$ cat config.mk
export PLATFORM = sky130hd
export DESIGN_NAME = behav_gate
export DESIGN_NICKNAME = d
export VERILOG_FILES = /design/src/rtl/behav_gate_pkg.sv /design/src/rtl/behav_gate_reg.sv /design/src/rtl/behav_gate.sv
export SDC_FILE = /design/constraint.sdc
export NUM_CORES = 1
export LEC_CHECK = 0
export ABC_AREA = 1
export CAP_MARGIN = 40
export CORE_AREA = 2 2 39 41
export DETAILED_ROUTE_END_ITERATION = 10
export DIE_AREA = 0 0 41 43
export PLACE_DENSITY = 0.46
export SYNTH_ARGS = -nofsm -noshare
export SYNTH_HDL_FRONTEND = slang
export SYNTH_HIERARCHICAL = 1
export SYNTH_SLANG_ARGS = --single-unit
$ cat constraint.sdc
create_clock -name clk -period 0.8 [get_ports clk]
set_input_delay 0.16 -clock clk [delete_from_list [all_inputs] [get_ports clk]]
set_output_delay 0.16 -clock clk [all_outputs]
set_load 0.1 [all_outputs]
$ cat src/rtl/behav_gate_pkg.sv
// Shared definitions for the behav_gate leaf block: default vector width,
// the default vector type and the register reset values.
package behav_gate_pkg;

    localparam int BEHAV_GATE_WIDTH_DEF = 4;

    // Vectors are ascending; index 0 is the MSB.
    typedef logic [0:BEHAV_GATE_WIDTH_DEF-1] behav_gate_vec_t;

    localparam logic            Y_RST  = 1'b0;
    localparam behav_gate_vec_t VY_RST = '0;

endpackage : behav_gate_pkg

$ cat src/rtl/behav_gate_reg.sv
// Plain D register with asynchronous active-low reset to a parameterized
// value. Used for every output flop of behav_gate.
module behav_gate_reg #(
    parameter int           W       = 1,
    parameter logic [W-1:0] RST_VAL = '0
) (
    input  logic         clk,
    input  logic         rst_n,
    input  logic [W-1:0] d,
    output logic [W-1:0] q
);

    // Capture d every rising edge; rst_n low forces the reset value at once.
    always_ff @(posedge clk or negedge rst_n) begin
        if (!rst_n) begin
            q <= RST_VAL;
        end else begin
            q <= d;
        end
    end

endmodule : behav_gate_reg

$ cat src/rtl/behav_gate.sv
// behav_gate: registered AND-OR of four qualifier bits plus a registered
// bitwise AND of two vectors. All outputs come straight from flops.
// Optional build macro BEHAV_GATE_VPARITY_EN adds vp, the registered
// XOR-reduction of (va & vb), i.e. the parity of the next vy.
module behav_gate
    import behav_gate_pkg::*;
#(
    parameter int WIDTH = BEHAV_GATE_WIDTH_DEF
) (
    input  logic             clk,
    input  logic             rst_n,
    input  logic             a,
    input  logic             b,
    input  logic             c,
    input  logic             d,
    output logic             y,
    input  logic [0:WIDTH-1] va,
    input  logic [0:WIDTH-1] vb,
    output logic [0:WIDTH-1] vy
`ifdef BEHAV_GATE_VPARITY_EN
    ,
    output logic             vp
`endif
);

    logic             y_next;
    logic [0:WIDTH-1] vy_next;

    // Next-state logic for the scalar and vector paths; index i maps to i.
    always_comb begin
        y_next  = (a & b) | (c & d);
        vy_next = va & vb;
    end

    behav_gate_reg #(
        .W       (1),
        .RST_VAL (Y_RST)
    ) u_y_reg (
        .clk   (clk),
        .rst_n (rst_n),
        .d     (y_next),
        .q     (y)
    );

    behav_gate_reg #(
        .W       (WIDTH),
        .RST_VAL (WIDTH'(VY_RST))
    ) u_vy_reg (
        .clk   (clk),
        .rst_n (rst_n),
        .d     (vy_next),
        .q     (vy)
    );

`ifdef BEHAV_GATE_VPARITY_EN
    logic vp_next;

    // Parity is taken from the same masked vector that loads vy.
    always_comb begin
        vp_next = ^vy_next;
    end

    behav_gate_reg #(
        .W       (1),
        .RST_VAL (1'b0)
    ) u_vp_reg (
        .clk   (clk),
        .rst_n (rst_n),
        .d     (vp_next),
        .q     (vp)
    );
`endif

endmodule : behav_gate

### Yosys cells after proc, flatten, opt, wreduce, memory -nomap -nowiden

Cells that the tools add are included.

| storage, ports and cells | value |
|---|---|
| word-level logic and storage cells | 6 |
| output and inout port bits | 5 |
| register bits after elaboration | 5 |
| input port bits | 14 |

| cells by class | value |
|---|---|
| bitwise gates (word level) | 4 |

Operators with widths:

| cell | count |
|---|---|
| $and A4 B4 Y4 | 1 |
| $and A1 B1 Y1 | 2 |
| $or A1 B1 Y1 | 1 |

### Logic depth before layout (Yosys ltp)

Gate-level depths: netlist (run 1).

| logic depth | value |
|---|---|
| word-level depth | 2 |
| gate-level depth with buffers | 2 |
| mapped depth without buffers | 2 |

### Cells and area by module

The synthesis (run 1) kept the hierarchy.

By module, submodules not included:

| module | instances | cells an instance | area an instance (µm²) | sequential area each (µm²) |
|---|---|---|---|---|
| behav_gate_reg at u_vy_reg | 1 | 4 | 100.1 | 100.1 |
| behav_gate | 1 | 11 | 41.3 | 0.0 |
| behav_gate_reg at u_y_reg | 1 | 1 | 25.0 | 25.0 |

### Worst setup path before layout (run 1)

Ideal clock, no wire load.

| path | value |
|---|---|
| path kind | reg-to-output |
| start point | register u_vy_reg.q[3] |
| end point | output vy[0] in the netlist's numbering |
| slack | -0.243 ns |
| data arrival time | 0.883 ns |
| data required time | 0.640 ns |
| buffers on the path | 0 |
| stages on the path, launching flop included | 1 |
| cell sequence | dfrtp_1 |

RTL lines:

| item | line | source |
|---|---|---|
| start, declared | behav_gate_reg.sv:10 | `output logic [W-1:0] q` |
| start signal, assigned | behav_gate_reg.sv:16 | `q <= RST_VAL;` |
| start signal, assigned | behav_gate_reg.sv:18 | `q <= d;` |
| end, declared | behav_gate.sv:19 | `output logic [0:WIDTH-1] vy` |

No word-level cell between the ends.

### Worst setup path in the final report (run 1)

| path | value |
|---|---|
| start point | register u_vy_reg.q[0] |
| end point | output vy[3] in the netlist's numbering |

No word-level cell between the ends.

==> flow_metrics.py, run 1 <==
metrics = {
    "run_status": {
        "outcome": "complete, but fails checks",
        "violations": "negative setup slack",
    },
    "die": {
        "die_area_um2": 1760,
        "fp.dieW_um": 41,
        "io_pins": 19,
        "start_util_pct": 12.0,
        "coreArea_um2": 1380,
        "die_h_um": 43,
        "num_rows": 14,
    },
    "sta": {
        "worst_pin_slew_ps": 206,
        "timing.final.crit_share_pct": 130,
        "fmax_ghz": 0.963,
        "fin_ws_ps": -238,
        "final-hold-violation-count": 0,
        "relSlewSlack_pct": 86.2,
        "period_needed_ps": 1040,
        "rsz0062_at_grt": "true",
        "setup_viol": 5,
        "final.setup.tns_ps": -1180,
        "whs_ps": 135,
        "slew_viol_final": 0,
    },
    "route": {
        "vias": 172,
        "dr.first_iter.drc_count": 0,
        "wl_per_cell_um": 6.80,
        "ant_nets": 0,
        "viasPerCell": 3.19,
        "first_pass_iters": 1,
        "finalWirelength_um": 367,
        "drc": 0,
    },
    "placed_design": {
        "pre_cts_ws_ps": -8.36,
        "port_buffers": 18,
        "placed_cell_area_um2": 435,
        "gp_congestion": 0.625,
    },
    "power": {
        "power.internal_mw": 0.580,
        "peakVddDrop_mv": 0.394,
        "swShare_pct": 28.7,
        "p_per_area_nw_per_um2": 1760,
        "p_clk_share_pct": 34.3,
        "comb_power_share_pct": 30.2,
        "p_switching_mw": 0.234,
        "p_seq_share_pct": 35.5,
        "finalPower_mw": 0.814,
        "p_leak_nw": 0.216,
    },
    "synthesis": {
        "yosysWarnings": 6,
        "synth_area_um2": 166,
        "yosysSeqAreaShare_pct": 75.2,
        "synth_top_area_cell": "dfrtp_1",
        "synth-edff-count": 0,
        "ys.flop_type": "dfrtp_1",
        "ys_top_cells_by_count": "nand2_1 (7), dfrtp_1 (5), inv_1 (4)",
        "ys_ff_latch": 5,
        "yosysMostFrequentCell": "nand2_1",
        "synth_top_area_share_pct": 75.2,
        "syn_nets": 30,
        "synthTopCellsByArea": "dfrtp_1 (75%), nand2_1 (16%), inv_1 (9.0%)",
        "synth.avg_cell_area_um2": 10.4,
        "synth_cells": 16,
        "synthArstFlopShare_pct": 100,
        "ys_types": 3,
    },
    "critical_path": {
        "critPathArrivalTime_ps": 880,
        "worstPathCellList": "buf_12",
        "slowest_delay_ps": 470,
        "crit_path_top_delay_cell": "dfrtp_4",
        "worstPathRequired_ps": 640,
        "cp-startpoint": "u_vy_reg/q[0]",
        "criticalPathCategory": "reg -> out",
        "critPathBufInv": 1,
        "crit_path_start_kind": "flip-flop",
        "endpoint_kind": "output port",
        "critPathTopFamily": "flip-flops",
        "crit_fanout": 1,
    },
    "grt": {
        "grt_pass1_wl_um": 634,
        "grt_usage_pct": 6.28,
        "antenna_found_initial": 0,
        "grt_max_degree": 6,
        "grt_pass1_vias": 192,
        "grt_overflow": 0,
    },
    "clocking": {
        "cts_resized": 0,
        "clock_path_buffers": 2,
        "clk_pin_slew_worst_paths_ps": 40,
        "cts_root_buf": "clkbuf_4",
        "cts_tree": "yes",
        "ctsHoldBuffers": 0,
        "htreeDepth": 1,
        "cts_made_buffers": 3,
        "cts_setup_buffers": 0,
        "clock-sinks": 5,
    },
    "final_layout": {
        "diodes": 0,
        "stdcell_area_um2": 462,
        "layout.nets": 53,
        "drive_gt1_share_pct": 34.2,
        "num-fill-cells": 147,
        "multi_input_area_um2": 26.3,
        "area_delta_synth_final_pct": 177,
        "seq_area_um2": 144,
    },
    "flow_run": {
        "cap_violations": 0,
    },
    "min_path": {
        "hp-class": "in -> async",
    },
}
-- routing by layer --
layer,vias to the layer above,part of all wire [%],track usage (%)
li1,87,-,-
met1,62,32,5.28
met3,2,19,3.14
met2,21,44,8.75
met4,0,5.2,8.00
met5,-,0,0
-- cell usage in the layout, fill, tap and decap left out, drive strengths merged --
cell           instances
dfrtp                  5
buf                    5
nand2                  7
clkbuf                 4
clkdlybuf4s50         13
inv                    4
-- state kept, by name, summed over array words and instances, names as in the netlist --
signal      cells
u_vy_reg/q      4
u_y_reg/q       1
-- final timing paths --
| check | endpoint | depth (start not counted) |
|---|---|---|
| min in group clk | u_vy_reg/q[1] | 3 |
| setup / recovery | vy[3] | 1 |
| hold / removal | u_vy_reg/q[2] | 1 |
| max in group asynchronous | u_vy_reg/q[1] | 1 |
-- per-stage QoR --
step,cells,util (%)
floorplan,16,-
global placement,50,31.5
detailed placement,50,31.5
CTS,54,33.4
global route,54,33.4
finish,54,33.4
-- layout make-up --
class,instances,share of cell area [%]
Clock buffer,4,5.69
Inverter,4,3.25
Multi-Input combinational cell,7,5.69
Sequential cell,5,31.2
Tap cell,16,4.34
Timing Repair Buffer,18,49.9
-- logic make-up (layout without fill, tap and decap cells) --
group	after synthesis	after routing	synth area share, %
simple gates	7	7	15.8
flops	5	5	75.2
buf+inv	4	26	9.02
-- power by group through the flow --
stage / Combinational (mW) / Sequential [mW] / Clock (mW)
floorplan: 0.0107 / 0.393 / 0
global route: 0.258 / 0.290 / 0.301
global placement: 0.247 / 0.293 / 0
CTS: 0.248 / 0.289 / 0.294
detailed placement: 0.248 / 0.293 / 0
finish: 0.246 / 0.289 / 0.279
Power figures use the tool's default switching activity.
==> inputs of run 2 (changes only) <==
--- a/config.mk
+++ b/config.mk
@@ -11,6 +11,7 @@
 export DETAILED_ROUTE_END_ITERATION = 10
 export DIE_AREA = 0 0 41 43
 export PLACE_DENSITY = 0.46
+export SKIP_LAST_GASP = 1
 export SYNTH_ARGS = -nofsm -noshare
 export SYNTH_HDL_FRONTEND = slang
 export SYNTH_HIERARCHICAL = 1
==> results of run 2 <==
The final DEF is identical to that of run 1; final timing and power are the same.
